===== config.mk =====
export PLATFORM = sky130hd
export DESIGN_NAME = draw_text_box
export DESIGN_NICKNAME = d
export VERILOG_FILES = /design/src/rtl/draw_text_box.sv
export SDC_FILE = /design/constraint.sdc
export NUM_CORES = 1
export LEC_CHECK = 0
export ABC_AREA = 0
export BUFFER_PORTS_ARGS = -buffer_cell sky130_fd_sc_hd__clkbuf_2
export CAP_MARGIN = 25
export CORE_MARGIN = 2
export CORE_UTILIZATION = 45
export CTS_CLUSTER_DIAMETER = 60
export DETAILED_ROUTE_END_ITERATION = 8
export PLACE_DENSITY_LB_ADDON = 0.08
export SLEW_MARGIN = 15
export SYNTH_ARGS = -nofsm -noshare
export SYNTH_HDL_FRONTEND = slang
export SYNTH_SLANG_ARGS = --single-unit

===== constraint.sdc =====
create_clock -name pclk -period 3.4 [get_ports pclk]
set_clock_uncertainty 0.05 [all_clocks]
set_input_delay 0 -clock pclk [delete_from_list [all_inputs] [get_ports pclk]]
set_output_delay 0 -clock pclk [all_outputs]
set_load 0.05 [all_outputs]

===== src/rtl/draw_text_box.sv =====
// Text-overlay stage: maps a COLS x ROWS grid of 8x16 glyph cells onto a movable
// window and drives font-ROM addresses, delaying timing to match ROM latency.
module draw_text_box #(
    parameter int          XPOS         = 0,
    parameter int          YPOS         = 0,
    parameter int          COLS         = 16,
    parameter int          ROWS         = 16,
    parameter logic [11:0] FONT_COLOUR  = 12'hfff,
    parameter logic [11:0] BG_COLOUR    = 12'h000,
    parameter bit          BG_EN        = 1'b0,
    parameter int          ROM_LATENCY  = 1,
    parameter int          BLINK_FRAMES = 30
) (
    input  logic        pclk,
    input  logic        rst,
    input  logic [11:0] hcount_in,
    input  logic [11:0] vcount_in,
    input  logic        hsync_in,
    input  logic        vsync_in,
    input  logic        hblnk_in,
    input  logic        vblnk_in,
    input  logic [11:0] rgb_in,
    input  logic [7:0]  char_pixel,
    input  logic        pos_load,
    input  logic [11:0] pos_x_in,
    input  logic [11:0] pos_y_in,
    input  logic        blink_en,
    output logic [11:0] hcount_out,
    output logic [11:0] vcount_out,
    output logic        hsync_out,
    output logic        vsync_out,
    output logic        hblnk_out,
    output logic        vblnk_out,
    output logic [11:0] rgb_out,
    output logic [6:0]  char_col,
    output logic [6:0]  char_row,
    output logic [3:0]  char_line
);

    localparam logic [12:0] BOX_W      = 13'(8 * COLS);
    localparam logic [12:0] BOX_H      = 13'(16 * ROWS);
    localparam logic [15:0] BLINK_LAST = 16'(BLINK_FRAMES - 1);

    typedef struct packed {
        logic [11:0] hcount;
        logic [11:0] vcount;
        logic        hsync;
        logic        vsync;
        logic        hblnk;
        logic        vblnk;
        logic [11:0] rgb;
        logic        in_box;
        logic [2:0]  dx_lo;
    } side_t;

    logic [11:0] ax, ay, px, py;
    logic        pend, vs_prev, phase;
    logic [15:0] frame_cnt;
    logic        frame_start;

    logic [12:0] dx_p0, dy_p0;
    logic        in_box_p0;
    side_t       side_p0;
    side_t       side_p1 [0:ROM_LATENCY];
    side_t       side_p2;
    logic        glyph_p2;

    function automatic logic [11:0] pick_colour(input logic glyph, input logic box,
                                                input logic [11:0] rgb);
        if (glyph)
            return FONT_COLOUR;
        else if (box && BG_EN)
            return BG_COLOUR;
        else
            return rgb;
    endfunction

    assign frame_start = vsync_in & ~vs_prev;

    // A load coinciding with a frame start goes straight to the active origin.
    always_ff @(posedge pclk) begin
        if (rst) begin
            ax        <= 12'(XPOS);
            ay        <= 12'(YPOS);
            px        <= '0;
            py        <= '0;
            pend      <= 1'b0;
            vs_prev   <= 1'b0;
            frame_cnt <= '0;
            phase     <= 1'b0;
        end else begin
            vs_prev <= vsync_in;
            if (pos_load && frame_start) begin
                ax   <= pos_x_in;
                ay   <= pos_y_in;
                pend <= 1'b0;
            end else if (pos_load) begin
                px   <= pos_x_in;
                py   <= pos_y_in;
                pend <= 1'b1;
            end else if (frame_start && pend) begin
                ax   <= px;
                ay   <= py;
                pend <= 1'b0;
            end
            if (frame_start) begin
                if (frame_cnt == BLINK_LAST) begin
                    frame_cnt <= '0;
                    phase     <= ~phase;
                end else begin
                    frame_cnt <= frame_cnt + 16'd1;
                end
            end
        end
    end

    // Stage p0: box hit test on the raw counters
    always_comb begin
        dx_p0     = {1'b0, hcount_in} - {1'b0, ax};
        dy_p0     = {1'b0, vcount_in} - {1'b0, ay};
        in_box_p0 = (hcount_in >= ax) && (dx_p0 < BOX_W) &&
                    (vcount_in >= ay) && (dy_p0 < BOX_H) &&
                    !hblnk_in && !vblnk_in;
        side_p0   = '{hcount: hcount_in, vcount: vcount_in, hsync: hsync_in,
                      vsync: vsync_in, hblnk: hblnk_in, vblnk: vblnk_in,
                      rgb: rgb_in, in_box: in_box_p0, dx_lo: dx_p0[2:0]};
    end

    // Stage p1: glyph address plus side data delayed across the ROM access
    always_ff @(posedge pclk) begin
        if (rst) begin
            char_col  <= '0;
            char_row  <= '0;
            char_line <= '0;
            for (int k = 0; k <= ROM_LATENCY; k++)
                side_p1[k] <= '0;
        end else begin
            if (in_box_p0) begin
                char_col  <= dx_p0[9:3];
                char_row  <= dy_p0[10:4];
                char_line <= dy_p0[3:0];
            end else begin
                char_col  <= '0;
                char_row  <= '0;
                char_line <= '0;
            end
            side_p1[0] <= side_p0;
            for (int k = 1; k <= ROM_LATENCY; k++)
                side_p1[k] <= side_p1[k-1];
        end
    end

    // Stage p2: colour selection once char_pixel is valid
    always_comb begin
        side_p2  = side_p1[ROM_LATENCY];
        glyph_p2 = side_p2.in_box & char_pixel[3'd7 - side_p2.dx_lo] & ~(blink_en & phase);
    end

    always_ff @(posedge pclk) begin
        if (rst) begin
            hcount_out <= '0;
            vcount_out <= '0;
            hsync_out  <= 1'b0;
            vsync_out  <= 1'b0;
            hblnk_out  <= 1'b0;
            vblnk_out  <= 1'b0;
            rgb_out    <= '0;
        end else begin
            hcount_out <= side_p2.hcount;
            vcount_out <= side_p2.vcount;
            hsync_out  <= side_p2.hsync;
            vsync_out  <= side_p2.vsync;
            hblnk_out  <= side_p2.hblnk;
            vblnk_out  <= side_p2.vblnk;
            rgb_out    <= pick_colour(glyph_p2, side_p2.in_box, side_p2.rgb);
        end
    end

endmodule


==> impl_metrics.json, run 1 <==
{
  "syn_avg_cell_area_um2": 9.63,
  "nNetsFinal": 1125,
  "clock_latency_ns": 0.49,
  "initial_utilization_pct": 45.7,
  "cts_tree": "yes",
  "ios": 134,
  "leakagePower_nw": 4.26,
  "syn_area_mm2": 0.00782,
  "synth.distinct_cells": 55,
  "post-route-min-period_ns": 2.87,
  "synthTopCellsByArea": "dfxtp_1 (54%), nor2b_1 (9.1%), ha_1 (4.2%), nor2_1 (3.2%), nand2_1 (3.1%)",
  "grt_pass1_wl_um": 26900,
  "ys_warn_count": 0,
  "worstMarginPinSlew_ns": 0.979,
  "peakVddDrop_mv": 0.405,
  "multi_input_area_mm2": 0.00325,
  "syn2layout_area_growth_pct": 30.6,
  "grt_usage_pct": 18.0,
  "slew_headroom_pct": 34.7,
  "setup_tns_ns": 0,
  "cp_max_fo": 13,
  "slew_viol_final": 0,
  "grt_util_met3_pct": 3.09,
  "die_area_mm2": 0.0184,
  "die_w_um": 136,
  "rrSetupSlack_ns": 0.53,
  "totalWireLength_um": 16800,
  "use_met1_pct": 24.3,
  "root_buffer": "clkbuf_16",
  "cts_sinks": 212,
  "fmax_mhz": 348,
  "finalCritPeriodShare_pct": 84.4,
  "antenna_left": 0,
  "grt_use_met2_pct": 30.0,
  "core_area_mm2": 0.0171,
  "final-instance-count-excl-fill": 1262,
  "cp.required_ns": 3.75,
  "setup_violations": 0,
  "worstPathCellList": "ha_1, fa_1, and2b_1, o2111ai_1, a31oi_1, o21ai_0, a2111oi_2, nand4_1, buf_4, nor4_1",
  "powerDensity_mw_per_mm2": 556,
  "grt_setup_unrepaired": "no",
  "post_drt_via_cell_ratio": 4.79,
  "synth_top_area_share_pct": 54.3,
  "dp_hpwl_um": 11800,
  "fillers": 1495,
  "synth_most_common_cell": "dfxtp_1",
  "wl_per_cell_um": 13.3,
  "gp_congestion": 0.795,
  "synth-async-reset-ratio_pct": 0,
  "port_buffers": 133,
  "die_y_um": 136,
  "crit_path_start_kind": "flop",
  "antenna_cells": 0,
  "num_rows": 48,
  "hold_path_class": "in -> reg",
  "seq_area_frac_synth_pct": 54.3,
  "drt_iter0_markers": 221,
  "critical_path_arrival_ns": 3.22,
  "cts_buffers": 22,
  "cpPeakStageDelay_ns": 0.37,
  "grt_pass1_vias": 5662,
  "ys_ff_latch": 212,
  "antenna_found_initial": 0,
  "numPlacedInstances": 1143,
  "overflow": 0,
  "busiest_layer": "met2",
  "cts_buffer_depth": 3,
  "hold_violations": 0,
  "route.detailed.drc": 0,
  "first_pass_iters": 4,
  "worstSetupPathType": "reg -> reg",
  "cts_max_level": 1,
  "critPathCaptureType": "flop",
  "synthCells": 812,
  "vias": 6043,
  "regArea_mm2": 0.00424,
  "clk_pin_slew_ns": 0.06,
  "synth-edff-count": 0,
  "grt_max_degree": 87,
  "drive_above_1_share_pct": 18.8,
  "cp_slowest_cell": "fa_1",
  "yosys-top-cells-count": "dfxtp_1 (212), nor2b_1 (114), nor2_1 (67), nand2_1 (65), inv_1 (47)",
  "maxCapViolCount": 0,
  "status": "finished clean",
  "synthFlopType": "dfxtp_1",
  "yosys.area.top_type": "dfxtp_1"
}
## per-stage QoR
| stage | setup WS, ns | hold WS, ns | util [%] | total power [mW] | instance area (um2) |
|---|---|---|---|---|---|
| 2_1_floorplan | 0.785 | 0.0782 | - | 3.13 | 7840 |
| 3_3_place_gp | 0.598 | 0.160 | 50.8 | 3.29 | 8690 |
| 3_5_place_dp | 0.552 | 0.165 | 50.8 | 3.31 | 8690 |
| 4_1_cts | 0.528 | 0.183 | 59.7 | 5.74 | 10200 |
| 5_1_grt | 0.287 | 0.234 | 59.7 | 5.93 | 10200 |
| 6_report | 0.530 | 0.189 | 59.7 | 5.68 | 10200 |
## flip-flops by register name, summed over array words and instances, names as in the netlist, 4 cells and up
register and count:
ax 12, hcount_out 12, px 12, rgb_out 12, frame_cnt 16, char_row 7
side_p1 88, ay 12, char_line 4, char_col 7, py 12, vcount_out 12
## cell type report
class                      instances  area share, %
sequential                       212           41.6
multi-input combinational        517           31.9
timing repair buffer             220           14.9
clock buffer                      32           6.46
tap                              225           2.76
inverter                          48           1.76
clock inverter                     8          0.698
## power by group
group | internal (mW) | switching, mW | total, mW
Combinational | 0.299 | 0.396 | 0.695
Sequential | 2.59 | 0.0385 | 2.63
Clock | 1.42 | 0.931 | 2.35
## layout by cell type (no fill, tap or decap), types with 12 or more instances in the layout
cell,instances
clkbuf_16,23
nor2b_1,113
a21oi_1,46
dfxtp_1,212
a211oi_1,27
o22ai_1,26
ha_1,26
xor2_1,12
nand2_1,65
o21ai_0,12
clkbuf_2,132
dlygate4sd3_1,79
inv_1,47
xnor2_1,13
nor2_1,67
## per-layer routing
layer / wire, um / up-vias
met4: 298 / 0
met3: 905 / 22
met5: 0 / -
li1: - / 3128
met2: 7700 / 169
met1: 7890 / 2724
## worst max-delay path, delay by kind of cell (launching register included)
kind                     cells  cell delay (ns)
AND/OR/NAND/NOR              3             0.63
buffers and inverters        1             0.21
flip-flops                   1             0.31
AO/OA/AOI/OAI                4             1.00
adder cells (fa/ha/maj)      2             0.57
## what timing repair did
action,in CTS,in global routing
resized for setup,0,0
buffers inserted,0,0
setup endpoints to repair,0,0
endpoints found under the hold margin,123,0
hold buffers,79,0
## kinds of logic after synthesis
kind of cell	share of synthesized area, %
flip-flops	54.3
XOR/XNOR	2.80
buffers and inverters	4.38
AO/OA/AOI/OAI	11.3
AND/OR/NAND/NOR	21.8
other	0.0480
multiplexers	0.704
adder cells (fa/ha/maj)	4.67
## final timing paths
path | from | to | cells after the start
worst min register to register | side_p1[0][54] | rgb_out[6] | 2
worst min-delay path | blink_en | rgb_out[11] | 4
worst max-delay path | ax[0] | side_p1[0][3] | 10
worst max register to register | ax[0] | side_p1[0][3] | 10
Note: power is estimated with default switching activity, not from simulation.
==> run 2, diff against run 1 <==
--- a/config.mk
+++ b/config.mk
@@ -5,7 +5,7 @@
 export SDC_FILE = /design/constraint.sdc
 export NUM_CORES = 1
 export LEC_CHECK = 0
-export ABC_AREA = 0
+export ABC_AREA = 1
 export BUFFER_PORTS_ARGS = -buffer_cell sky130_fd_sc_hd__clkbuf_2
 export CAP_MARGIN = 25
 export CORE_MARGIN = 2
==> constraint.sdc (replaced) <==
create_clock -name pclk -period 2.72 [get_ports pclk]
set_clock_uncertainty 0.05 [all_clocks]
set_input_delay 0 -clock pclk [delete_from_list [all_inputs] [get_ports pclk]]
set_output_delay 0 -clock pclk [all_outputs]
set_load 0.05 [all_outputs]
==> run 2 against run 1 <==
Against the previous run: via count increased by 15%; wire length is 13% higher; combinational power is 35% higher; register-to-register slack got worse by 0.12 ns; maximum frequency rose by 24%; total power grew 28%; die area is 5.4% higher; sequential cell count stayed put; setup slack lost 0.12 ns; global-route usage up 1.0 points; largest cell class unchanged.
==> impl_metrics.json, run 2 <==
{
  "wl_per_cell_um": 12.5,
  "grt_pass1_wl_um": 30600,
  "largest_register": "side_p1",
  "seq_area_frac_synth_pct": 51.4,
  "die_w_um": 139,
  "antenna_left": 0,
  "ys_warn_count": 0,
  "post_drt_via_cell_ratio": 4.58,
  "synthCells": 1061,
  "cp.required_ns": 3.11,
  "crit_cells": 14,
  "first_pass_iters": 5,
  "yosys.area.top_type": "dfxtp_1",
  "post-route-min-period_ns": 2.31,
  "dp_hpwl_um": 12900,
  "cpPeakStageDelay_ns": 0.36,
  "yosys-top-cells-count": "dfxtp_1 (212), inv_1 (204), nor2_1 (165), nand2_1 (131), a21oi_1 (83)",
  "cts_max_level": 1,
  "worstSetupPathType": "reg -> reg",
  "grt_max_degree": 155,
  "worstReg2RegEnd": "char_line[0]",
  "ff2ff_path_depth": 14,
  "clock_latency_ns": 0.51,
  "worstPathCellList": "ha_1, fa_1, inv_1, nand2_1, nand2_1, and2_1, nand2_1, nand3_2, nand2_2, nor2_2, nand3_1, nor2_2, nand3_4, nor2_1",
  "finalCritPeriodShare_pct": 85.1,
  "syn2layout_area_growth_pct": 29.3,
  "core_area_mm2": 0.0180,
  "cp_slowest_cell": "fa_1",
  "largest_reg_flops": 88,
  "synth_top_area_share_pct": 51.4,
  "port_buffers": 133,
  "route.detailed.drc": 0,
  "die_area_mm2": 0.0194,
  "seq_power_share_pct": 45.2,
  "timing.rr.start": "ax[0]",
  "grt_usage_pct": 19.0,
  "cts_buffer_depth": 3,
  "synth.distinct_cells": 37,
  "path_delay_family": "simple AND/OR/NAND/NOR gates",
  "maxCapViolCount": 0,
  "cts_setup_buffers": 0,
  "setup_violations": 0,
  "num_rows": 49,
  "slew_viol_final": 0,
  "rrSetupSlack_ns": 0.41,
  "grt_pass1_vias": 6473,
  "critPathCaptureType": "flop",
  "ios": 134,
  "layout_common_cells": "dfxtp_1 (212), inv_1 (204), nor2_1 (164), clkbuf_2 (132), nand2_1 (131)",
  "peakVddDrop_mv": 0.455,
  "root_buffer": "clkbuf_16",
  "synth_most_common_cell": "dfxtp_1",
  "layout_commonest_cell": "dfxtp_1",
  "gp_congestion": 0.860,
  "vias": 6940,
  "fmax_mhz": 432,
  "synthTopCellsByArea": "dfxtp_1 (51%), inv_1 (9.3%), nor2_1 (7.5%), nand2_1 (6.0%), a21oi_1 (5.0%)",
  "ys_ff_latch": 212,
  "syn_avg_cell_area_um2": 7.78,
  "critical_path_arrival_ns": 2.70,
  "overflow": 0,
  "fin_hold_ws_ns": 0.00674,
  "hold_violations": 0,
  "setup_tns_ns": 0,
  "hold_path_class": "in -> reg",
  "initial_utilization_pct": 45.9,
  "switching_share_pct": 25.1,
  "worstSetupEndpoint": "char_line[0]",
  "cts_sinks": 212,
  "leakagePower_nw": 4.96,
  "top_regs": "side_p1 x88, frame_cnt x16",
  "p_int_mw": 5.45,
  "drt_iter0_markers": 369,
  "drive_above_1_share_pct": 16.5,
  "worstMarginPinSlew_ns": 0.688,
  "grt_setup_unrepaired": "no",
  "antenna_found_initial": 1,
  "p_clk_share_pct": 41.9,
  "synthFlopType": "dfxtp_1",
  "crit_start": "ax[0]",
  "cp_common_cell": "nand2_1",
  "die_y_um": 139,
  "nNetsFinal": 1374,
  "powerDensity_mw_per_mm2": 681,
  "clk_pin_slew_ns": 0.06,
  "synth-edff-count": 0,
  "cts_tree": "yes",
  "cp_max_fo": 13,
  "syn_area_mm2": 0.00825,
  "cts_buffers": 24,
  "crit_path_start_kind": "flop",
  "synth-async-reset-ratio_pct": 0,
  "p_switching_mw": 1.82,
  "pwr-share-comb_pct": 12.9,
  "totalWireLength_um": 18900,
  "slew_headroom_pct": 54.1,
  "status": "finished clean",
  "worst-path-buf-inv": 1
}
run 2: layer usage:
| layer | vias to the layer above | global-route usage [%] | routed length, um |
|---|---|---|---|
| li1 | 3678 | - | - |
| met1 | 3061 | 25.0 | 8760 |
| met2 | 170 | 32.9 | 8870 |
| met3 | 31 | 2.89 | 921 |
| met4 | 0 | 4.94 | 369 |
| met5 | - | 0 | 0 |
run 2: kinds of logic after synthesis:
family | after synthesis | share of synthesized area [%]
flip-flops | 212 | 51.4
buffers and inverters | 251 | 11.6
multiplexers | 1 | 0.121
AO/OA/AOI/OAI | 152 | 9.93
adder cells (fa/ha/maj) | 28 | 4.43
other | 1 | 0.0454
AND/OR/NAND/NOR | 400 | 20.8
XOR/XNOR | 16 | 1.70
run 2: tightest hold or removal path, delay by kind of cell:
kind                   cells  cell delay, ns
AND/OR/NAND/NOR            1            0.15
buffers and inverters      2            0.35
run 2: power groups by stage:
stage | combinational, mW | sequential [mW] | clock [mW]
5_1_grt | 1.05 | 3.30 | 3.26
6_report | 0.939 | 3.29 | 3.05
4_1_cts | 0.942 | 3.29 | 3.13
3_5_place_dp | 0.851 | 3.35 | 0
3_3_place_gp | 0.852 | 3.35 | 0
2_1_floorplan | 0.544 | 3.42 | 0
run 2: how the worst min path moves through the flow:
stage                     end  cells past startpoint  startpoint
5_1_grt                 ay[7]                      5         rst
6_report       side_p1[0][17]                      3         rst
2_1_floorplan  side_p1[0][10]                      2   rgb_in[6]
3_3_place_gp   side_p1[0][11]                      3   rgb_in[7]
4_1_cts                 phase                      5         rst
3_5_place_dp   side_p1[0][11]                      3   rgb_in[7]
run 2: area by class of cell:
cell class	instances	area, um2
multi-input combinational	603	3080
tap	229	287
sequential	212	4240
inverter	211	792
antenna	1	2.50
fill	1696	7290
timing repair buffer	218	1510
clock inverter	7	66.3
clock buffer	33	686
run 2: repair_timing:
item | CTS | global route
endpoints found under the setup margin | 0 | 1
endpoints found under the hold margin | 110 | 0
gates resized for setup | 0 | 1
hold buffers | 76 | 0
run 2: stage by stage:
stage / std cells / worst slack [ns] / util (%) / instance area [um2] / power (mW)
floorplan: 1066 / 0.689 / - / 8270 / 3.96
global placement: 1397 / 0.355 / 50.9 / 9150 / 4.20
detailed placement: 1397 / 0.272 / 50.9 / 9150 / 4.20
CTS: 1513 / 0.258 / 59.3 / 10700 / 7.36
global route: 1514 / 0.161 / 59.4 / 10700 / 7.61
finish: 1514 / 0.405 / 59.4 / 10700 / 7.27
